### config.mk
export PLATFORM = sky130hd
export DESIGN_NAME = sr_receive
export DESIGN_NICKNAME = d
export VERILOG_FILES = /design/src/rtl/sr_pkg.sv /design/src/rtl/sr_out_hold.sv /design/src/rtl/sr_receive.sv
export SDC_FILE = /design/constraint.sdc
export NUM_CORES = 1
export LEC_CHECK = 0
export ABC_AREA = 0
export CAP_MARGIN = 20
export CORE_MARGIN = 4
export CORE_UTILIZATION = 48
export DETAILED_ROUTE_END_ITERATION = 16
export GPL_TIMING_DRIVEN = 0
export PLACE_DENSITY = 0.76
export SKIP_LAST_GASP = 1
export SYNTH_ARGS = -nofsm -noshare
export SYNTH_HDL_FRONTEND = slang
export SYNTH_SLANG_ARGS = --single-unit
### constraint.sdc
create_clock -name clk -period 1.85 [get_ports clk]
set_input_delay 0.555 -clock clk [delete_from_list [all_inputs] [get_ports clk]]
set_output_delay 0.555 -clock clk [all_outputs]
set_load 0.02 [all_outputs]
### src/rtl/sr_pkg.sv
// Shared definitions for the SR transmit/receive path: state encoding,
// default word width and bit-order selectors.
package sr_pkg;

    typedef enum logic {
        ST_IDLE  = 1'b0,
        ST_SHIFT = 1'b1
    } sr_state_t;

    localparam int SR_D         = 8;
    localparam bit SR_MSB_FIRST = 1'b1;
    localparam bit SR_LSB_FIRST = 1'b0;

endpackage

### src/rtl/sr_out_hold.sv
// Parallel output holding register with valid/acknowledge handshake and a
// sticky overrun flag (set when a new word lands on an unacknowledged one).
module sr_out_hold #(
    parameter int W = 8
) (
    input  logic         clk,
    input  logic         rst,
    input  logic         load,
    input  logic [W-1:0] word,
    input  logic         ack,
    input  logic         clr,
    output logic [W-1:0] out,
    output logic         out_valid,
    output logic         ovr
);

    logic [W-1:0] out_reg, out_next;
    logic         valid_reg, valid_next;
    logic         ovr_reg, ovr_next;
    logic         ovr_event;

    always_comb begin
        out_next   = out_reg;
        valid_next = valid_reg;
        ovr_event  = 1'b0;
        if (load) begin
            out_next   = word;
            valid_next = 1'b1;
            // A same-edge ack consumes the old word, so no data is lost
            ovr_event  = valid_reg & ~ack;
        end else if (ack) begin
            valid_next = 1'b0;
        end
        ovr_next = ovr_event | (ovr_reg & ~clr);
    end

    always_ff @(posedge clk or negedge rst) begin
        if (!rst) begin
            out_reg   <= '0;
            valid_reg <= 1'b0;
            ovr_reg   <= 1'b0;
        end else begin
            out_reg   <= out_next;
            valid_reg <= valid_next;
            ovr_reg   <= ovr_next;
        end
    end

    assign out       = out_reg;
    assign out_valid = valid_reg;
    assign ovr       = ovr_reg;

endmodule

### src/rtl/sr_receive.sv
// Serial-to-parallel receiver: assembles D bits qualified by sin_en into a
// word, framed by start, and hands it to sr_out_hold.
module sr_receive
    import sr_pkg::*;
#(
    parameter int D         = SR_D,
    parameter bit MSB_FIRST = SR_MSB_FIRST
) (
    input  logic         clk,
    input  logic         rst,
    input  logic         sin,
    input  logic         sin_en,
    input  logic         start,
    input  logic         out_ack,
    input  logic         clr,
    output logic [D-1:0] out,
    output logic         out_valid,
    output logic         busy,
    output logic         ovr,
    output logic         ferr
);

    localparam int CW = $clog2(D);

    sr_state_t       state_reg, state_next;
    logic [CW-1:0]   cnt_reg, cnt_next;
    // Only D-1 bits are ever pending; the Dth bit goes straight into the word
    logic [D-2:0]    part_reg, part_next;
    logic [D-2:0]    part_start, part_shift;
    logic [D-1:0]    word;
    logic            ferr_reg, ferr_next;
    logic            frame_err;
    logic            word_load;

    generate
        for (genvar gi = 0; gi < D - 1; gi++) begin : g_shift
            if (MSB_FIRST) begin : g_msb
                if (gi == 0) begin : g_in
                    assign part_start[gi] = sin;
                    assign part_shift[gi] = sin;
                end else begin : g_mv
                    assign part_start[gi] = 1'b0;
                    assign part_shift[gi] = part_reg[gi-1];
                end
            end else begin : g_lsb
                if (gi == D - 2) begin : g_in
                    assign part_start[gi] = sin;
                    assign part_shift[gi] = sin;
                end else begin : g_mv
                    assign part_start[gi] = 1'b0;
                    assign part_shift[gi] = part_reg[gi+1];
                end
            end
        end
        if (MSB_FIRST) begin : g_word_msb
            assign word = {part_reg, sin};
        end else begin : g_word_lsb
            assign word = {sin, part_reg};
        end
    endgenerate

    always_comb begin
        state_next = state_reg;
        cnt_next   = cnt_reg;
        part_next  = part_reg;
        frame_err  = 1'b0;
        word_load  = 1'b0;
        if (sin_en) begin
            if (start) begin
                // A start inside a word abandons it and resynchronises here
                frame_err  = (state_reg == ST_SHIFT);
                part_next  = part_start;
                cnt_next   = CW'(1);
                state_next = ST_SHIFT;
            end else if (state_reg == ST_IDLE) begin
                frame_err = 1'b1;
            end else if (cnt_reg == CW'(D - 1)) begin
                word_load  = 1'b1;
                part_next  = '0;
                cnt_next   = '0;
                state_next = ST_IDLE;
            end else begin
                part_next = part_shift;
                cnt_next  = cnt_reg + CW'(1);
            end
        end
        ferr_next = frame_err | (ferr_reg & ~clr);
    end

    always_ff @(posedge clk or negedge rst) begin
        if (!rst) begin
            state_reg <= ST_IDLE;
            cnt_reg   <= '0;
            part_reg  <= '0;
            ferr_reg  <= 1'b0;
        end else begin
            state_reg <= state_next;
            cnt_reg   <= cnt_next;
            part_reg  <= part_next;
            ferr_reg  <= ferr_next;
        end
    end

    assign busy = (state_reg == ST_SHIFT);
    assign ferr = ferr_reg;

    sr_out_hold #(
        .W(D)
    ) u_out_hold (
        .clk      (clk),
        .rst      (rst),
        .load     (word_load),
        .word     (word),
        .ack      (out_ack),
        .clr      (clr),
        .out      (out),
        .out_valid(out_valid),
        .ovr      (ovr)
    );

endmodule

======== Word level (Yosys, flattened, before mapping) ========
Cells that the tools add are included.
storage, ports and cells
  input bits .............................. 7
  flip-flop bits (word level) ............. 22
cells by class
  reductions and logical operators ........ 3
  eq/ne operators ......................... 1
  muxes and demuxes ....................... 19
  $add $sub $neg .......................... 1
  bitwise logic cells ..................... 7
operator list
  kind                                          number
  two-way mux 7 bit                             3
  two-way mux 1 bit                             13
  two-way mux 3 bit                             3
  nonzero test 2 bit                            2
  adder 3 x 1 -> 3 bit (second input constant)  1
  bitwise AND 1 bit                             3
  equality test 3 bit (second input constant)   1
  inverter 1 bit                                2
  bitwise OR 1 bit                              2
  AND reduction 2 bit                           1

======== Logic depth before layout (Yosys ltp) ========
Gate-level depths: netlist of the first run.
  depth in word-level cells ............... 7
  depth in mapped cells ................... 6

======== By module ========
Synthesis of the first run repeated with hierarchy kept, for this count alone.
unflattened totals
  cell total of the unflattened synthesis .. 71
  area, all modules ....................... 950.9 µm²
by module, submodules not included
  module       sequential area each (µm²)  cells an instance  instances  area each (µm²)
  sr_receive   300.3                       48                 1          541.8
  sr_out_hold  250.2                       23                 1          409.1

======== Least setup slack after synthesis of the first run ========
No wires, ideal clock.
  path kind ............................... reg-to-reg
  start point ............................. reg cnt_reg[0]
  end point ............................... reg u_out_hold.out_reg[0] (netlist: u_out_hold.out[0])
  data arrival time ....................... 1,490 ps
  path slack .............................. 235 ps
  path buffers ............................ 1
  setup time .............................. 125 ps
  cell stages (with the launch flop) ...... 7
  cells stage by stage .................... dfrtp_1 ha_1 ha_1 nand2_1 or3_1 buf_6 mux2_4
on the way
  longest elaborated chain between the ends .. 5
RTL lines
  what                      line               source
  start: declaration        sr_receive.sv:26   logic [CW-1:0] cnt_reg, cnt_next;
  start signal: assignment  sr_receive.sv:98   cnt_reg <= cnt_next;
  equality test 3 bit       sr_receive.sv:77   end else if (cnt_reg == CW'(D - 1)) begin
  two-way mux 1 bit         sr_receive.sv:77
  two-way mux 1 bit         sr_receive.sv:75   end else if (state_reg == ST_IDLE) begin
  two-way mux 1 bit         sr_receive.sv:69   if (start) begin
  two-way mux 1 bit         sr_receive.sv:68   if (sin_en) begin
  end signal: assignment    sr_out_hold.sv:43  out_reg <= out_next;
  end: declaration          sr_out_hold.sv:17  logic [W-1:0] out_reg, out_next;
Every way passes these cells.
A chain may end at the register's enable or synchronous reset.

======== Worst setup path in the final report of the first run ========
  start point ............................. in sin_en
  end point ............................... reg u_out_hold.out_reg[3] (netlist: u_out_hold.out[3])
on the way
  longest elaborated chain between the ends .. 1
RTL lines
  what                line              source
  start: declaration  sr_receive.sv:12  input logic sin_en,
  two-way mux 1 bit   sr_receive.sv:68
Every way passes these cells.

==> metrics.md, run 1 <==
| Metric | Value |
|---|---|
| Number of library cell types mapped by synthesis | 14 |
| Die ar. | 2650 sq um |
| EDFF count, synth | 0 |
| Crit-path cells | clkdlybuf4s50_1 > nand2_1 > or3_1 > buf_6 > mux2_4 |
| Post-synthesis sequential area ratio | 60.8% |
| Drt total wl | 1490 microns |
| Synth area leaders | dfrtp_1 (61%), mux2_4 (13%), a22o_1 (5.8%) |
| Placed insts | 113 |
| Most frequent cell after synthesis | dfrtp_1 |
| Status | completed |
| Core area | 1760 sq um |
| Post-synth top flop | dfrtp_1 |
| CTS buffer count | 3 |
| Top cells by count, synth | dfrtp_1 (22), nand2_1 (9), mux2_4 (8) |
| Leakage | 0.780 nW |
| Final worst setup slack | 109 ps |
| # setup viols final | 0 |
| Buffer count from post-CTS setup fixing | 0 |
| Pre-antenna DRT Iters | 2 |
| Crit path kind | input port to flip-flop |
| Ys async rst share | 100% |
| Max cap viols | 0 |
| Endpoints failing hold | 0 |
| Max FFs per register | 8 |
| Worst-Skew Late Latency | 300 ps |
| Syn Nets | 80 |
| Port Buf Inserts | 18 |
| Vias in the first global route | 610 |
| Post-Syn Area | 906 sq um |
| Crit-path max cell delay | 510 ps |
| Slew margin rel. | 36.0% |
| Synthesized area per cell | 12.9 sq um |
| Area grow syn2layout | 31.4% |
| Largest net degree at the start of global routing | 23 |
| Detail Route Antenna Nets | 0 |
| Worst endpoint required time | 2050 ps |
| Hold Crit Class | flip-flop to flip-flop |
| Max Clock Skew | 1.31 ps |
| Ant. Diodes | 0 |
| DR vias | 579 |
| Maximum vdd ir drop | 0.000537 V |
| Arrival @ worst endpoint | 1940 ps |
| Initial Utilization | 51.3% |
| Vias per std cell | 4.95 |
| Crit-path max FO | 10 |
| RD Place Congestion | 0.737 |
| Non-Filler Instances | 117 |
| Worst Setup Start Kind | input port |
| Routed length per placed instance | 12.7 microns |
| RSZ-0062 raised after global routing | no |
| Clock Tree Root | clkbuf_4 |
| Hold-fix buffers, CTS | 0 |
| GR Util All Layers | 14.2% |
| Total grt overflow | 0 |
| Period Utilization, post-route | 94.1% |
| Power Dens Cells | 782 nW/um^2 |
| Cell row count | 15 |
| H-tree depth | 1 |
| TritonCTS clock tree | done |
| CP endpoint kind | flip-flop |
| Worst slew pin tran | 957 ps |
| Clock Path Buffers | 2 |
| Layout cells sized above 1 | 17.4% |
| Chip Width | 51.4 microns |
| Yosys warnings | 0 |
| Synth area leader | dfrtp_1 |
| Post-DP HPWL | 1060 microns |
| Tot Pwr | 930 uW |
| Clock-pin slew on the worst setup and hold paths | 120 ps |
| Minimum clock period | 1740 ps |
| Setup TNS | 0 ps |
| Height of the die | 51.4 microns |
| First-pass GRT wire length | 2750 microns |
| Initial antenna violation count | 0 |
| Nets | 103 |
| 1st-iter DRT viols | 1 |
| DRC | 0 |
| DP Worst Slack | -548 ps |
| Cells after Synth | 70 |
| FF+latch count, synth | 22 |
| Total clock sinks | 22 |
| IO Count | 19 |
| Fin. max-slew vios | 0 |
| Synth top area share | 60.8% |
| Max Clock Freq | 574 MHz |
| Slowest cell on crit path | clkdlybuf4s50_1 |
==> power breakdown <==
group          internal [mW]  leakage [nW]  total (mW)  switching (mW)
clock network          0.120        0.0210       0.258           0.138
logic                 0.0683         0.466       0.136          0.0675
registers              0.515         0.293       0.536          0.0212
total                  0.703         0.780       0.930           0.227
==> final cells by class <==
type	instances	area, sq um
sequential	22	551
clock buffer	4	36.3
fill	152	574
timing repair buffer	18	205
buffer	2	18.8
tap	25	31.3
inverter	6	22.5
multi-input combinational	40	325
==> cell families after synthesis <==
logic type | Yosys count | synth area share [%]
AOI/OAI and AO/OA | 14 | 10.5
adders and majority gates | 3 | 4.14
buffers and inverters | 8 | 4.14
DFF | 22 | 60.8
muxes | 8 | 13.3
and+or+nand+nor | 15 | 7.18
==> per-stage QoR <==
step | area [sq um] | utilization, % | hold slack (ps)
after floorplan | 906 | - | 259
after global placement | 1120 | 63.3 | 469
after detailed placement | 1120 | 63.3 | 485
after CTS | 1160 | 65.7 | 512
after global routing | 1190 | 67.4 | 533
final | 1190 | 67.4 | 510
==> routing by layer <==
layer | GRT usage [%] | share of wire [%] | vias up
met4 | 5.24 | 0 | 0
met1 | 17.4 | 46 | 282
met2 | 23.7 | 48 | 12
met5 | 0 | 0 | -
met3 | 3.79 | 5.6 | 0
li1 | - | - | 285
==> cells in the final DEF (no fill, tap or decap) <==
master | Yosys | final
nand2_1 | 9 | 9
buf_6 | 1 | 1
nor2_1 | 2 | 2
clkbuf_8 | 0 | 1
clkbuf_4 | 0 | 4
dlymetal6s2s_1 | 0 | 11
or3_1 | 1 | 1
o22ai_1 | 2 | 2
ha_1 | 3 | 2
mux2_4 | 8 | 8
a22o_1 | 6 | 6
nand2b_1 | 2 | 2
dfrtp_1 | 22 | 22
o21ai_0 | 6 | 6
nor3_2 | 0 | 1
clkdlybuf4s50_1 | 0 | 5
inv_1 | 6 | 6
dlygate4sd2_1 | 0 | 2
ha_2 | 0 | 1
==> timing repair <==
action / 4_1_cts / 5_1_grt
endpoints found under the hold margin: 0 / 0
cloned: 0 / 0
setup endpoints to repair: 11 / 14
resized for setup: 5 / 12
==> worst max-delay path, delay by kind of cell <==
family	cells	cell delay, ps
buffers and inverters	2	680
muxes	1	300
and+or+nand+nor	2	400
==> worst paths after layout <==
check / startpoint / endpoint / slack (ps) / depth (start not counted)
setup / recovery: sin_en / u_out_hold.out[3] / 110 / 5
min in group asynchronous: rst / u_out_hold.out[5] / 780 / 1
hold reg to reg: cnt_reg[1] / cnt_reg[1] / 510 / 2
setup reg to reg: cnt_reg[0] / u_out_hold.out[3] / 140 / 6
hold / removal: cnt_reg[1] / cnt_reg[1] / 510 / 2
max in group asynchronous: rst / u_out_hold.out[0] / 500 / 1
No activity file was read; power rests on OpenSTA's default activity.
==> inputs of run 2 (changes only) <==
- TNS_END_PERCENT: unset -> 30
==> metrics.md, run 2 (synthesis results as in run 1) <==
| Metric | Value |
|---|---|
| Status | completed |
| CP top delay family | buffers and inverters |
| Die ar. | 2650 sq um (unchanged) |
| Total grt overflow | 0 (unchanged) |
| Utilization after layout | 66.4% (-1.1 points) |
| Height of the die | 51.4 microns (unchanged) |
| RSZ-0062 raised after global routing | yes |
| Tot Pwr | 934 uW (+0.36%) |
| Most frequent cells in the layout | dfrtp_1 (22), clkdlybuf4s50_1 (13), nand2_1 (9), mux2_4 (8) |
| First-pass GRT wire length | 2750 microns (unchanged) |
| TritonCTS clock tree | done |
| Clock Tree Root | clkbuf_4 |
| 1st-iter DRT viols | 1 (unchanged) |
| Max cap viols | 0 (unchanged) |
| Routed length per placed instance | 12.6 microns (-0.94%) |
| Core area | 1760 sq um (unchanged) |
| Max Clock Skew | 1.37 ps (+0.0667 ps) |
| Initial antenna violation count | 0 (unchanged) |
| Initial Utilization | 51.3% (unchanged) |
| Worst Setup Start Kind | flip-flop |
| GR Util All Layers | 14.2% (unchanged) |
| Worst slew pin tran | 963 ps (+6.27 ps) |
| Post-route cell area | 1170 sq um (-1.6%) |
| Endpoints failing hold | 0 (unchanged) |
| Max FFs per register | 8 (unchanged) |
| Commonest non-fill, non-tap cell in the layout | dfrtp_1 |
| Fin. max-slew vios | 0 (unchanged) |
| Power Dens Cells | 797 nW/um^2 (+2.0%) |
| Detail Route Antenna Nets | 0 (unchanged) |
| Drt total wl | 1480 microns (-0.94%) |
| Maximum vdd ir drop | 0.000526 V (-2.1%) |
| Worst endpoint required time | 1290 ps (-760 ps) |
| H-tree depth | 1 (unchanged) |
| Post-DP Area | 1120 sq um (unchanged) |
| Crit-path max cell delay | 610 ps (+100 ps) |
| Reg2reg start | cnt_reg[0] |
| Setup slack, reg-to-reg | 110 ps (-30 ps) |
| Crit-path cells | clkdlybuf4s50_1 |
| Leakage | 0.637 nW (-18%) |
| Clock-pin slew on the worst setup and hold paths | 120 ps (about the same) |
| IO Count | 19 (unchanged) |
| Total clock sinks | 22 (unchanged) |
| # setup viols final | 0 (unchanged) |
| Worst-Skew Late Latency | 300 ps (about the same) |
| R2R depth | 6 (unchanged) |
| Period Utilization, post-route | 98.9% (+4.8 points) |
| Placed insts | 113 (unchanged) |
| Slew margin rel. | 35.6% (-0.42 points) |
| Crit-path max FO | 2 (-8) |
| Nets | 103 (unchanged) |
| Layout cells sized above 1 | 16.3% (-1.1 points) |
| Vias in the first global route | 610 (unchanged) |
| Chip Width | 51.4 microns (unchanged) |
| Area grow syn2layout | 29.3% |
| WP depth | 1 (-4) |
| Non-Filler Instances | 117 (unchanged) |
| Pre-antenna DRT Iters | 2 (unchanged) |
| Cell row count | 15 (unchanged) |
| Clock Path Buffers | 2 (unchanged) |
| End of the critical path | out[1] |
| Ant. Diodes | 0 (unchanged) |
| Vias per std cell | 4.99 (+0.86%) |
| Slowest cell on crit path | clkdlybuf4s50_1 |
| CP endpoint kind | output port |
| Port Buf Inserts | 18 (unchanged) |
| Minimum clock period | 1830 ps (+89.1 ps) |
| Worst r2r dst | u_out_hold.out[3] |
| Post-DP HPWL | 1060 microns (unchanged) |
| Hold Crit Class | flip-flop to flip-flop |
| Buffers & Inverters on Critical Path | 1 (-1) |
| Max Clock Freq | 546 MHz (-4.9%) |
| Critical Path Start | u_out_hold.out[1] |
| DRC | 0 (unchanged) |
| Largest net degree at the start of global routing | 23 (unchanged) |
| DR vias | 584 (+0.86%) |
| CTS buffer count | 3 (unchanged) |
| Arrival @ worst endpoint | 1280 ps (-660 ps) |
| RD Place Congestion | 0.737 (unchanged) |
| Crit path kind | flip-flop to output port |
## run 2: cell type report
| cell class | count | area [sq um] |
|---|---|---|
| Tap cell | 25 | 31.3 |
| Fill cell | 155 | 593 |
| Timing Repair Buffer | 18 | 189 |
| Sequential cell | 22 | 551 |
| Clock buffer | 4 | 36.3 |
| Multi-Input combinational cell | 40 | 323 |
| Buffer | 2 | 18.8 |
| Inverter | 6 | 22.5 |
## run 2: worst min path at each step
stage                           from         end  slack, ps  depth (start not counted)
after detailed placement  cnt_reg[2]  cnt_reg[2]        490                          2
after CTS                 cnt_reg[2]  cnt_reg[2]        510                          2
final                     cnt_reg[1]  cnt_reg[1]        510                          2
after global placement    cnt_reg[1]  cnt_reg[1]        470                          2
after floorplan                  rst        busy        260                          0
after global routing      cnt_reg[2]  cnt_reg[2]        530                          2
## run 2: power by group
part / switching (mW) / internal (mW)
Clock: 0.140 / 0.120
Sequential: 0.0214 / 0.515
Combinational: 0.0673 / 0.0704
## run 2: repair_timing
item / 4_1_cts / 5_1_grt
pin swaps: 0 / 0
setup buffers: 0 / 0
hold buffers: 0 / 0
endpoints found under the setup margin: 11 / 15
gates resized for setup: 4 / 4
## run 2: per-layer routing
layer,vias up,part of all wire (%),GRT usage [%]
met5,-,0,0
met4,0,0,5.24
met3,0,6.4,3.79
met2,16,48,23.7
met1,282,45,17.4
li1,286,-,-
## run 2: per-stage QoR
step	setup slack (ps)	hold slack (ps)	setup TNS (ps)
2_1_floorplan	235	259	0
3_3_place_gp	-549	469	-6080
3_5_place_dp	-548	485	-6350
4_1_cts	-12.9	512	-12.9
5_1_grt	-45.5	527	-256
6_report	19.9	511	0
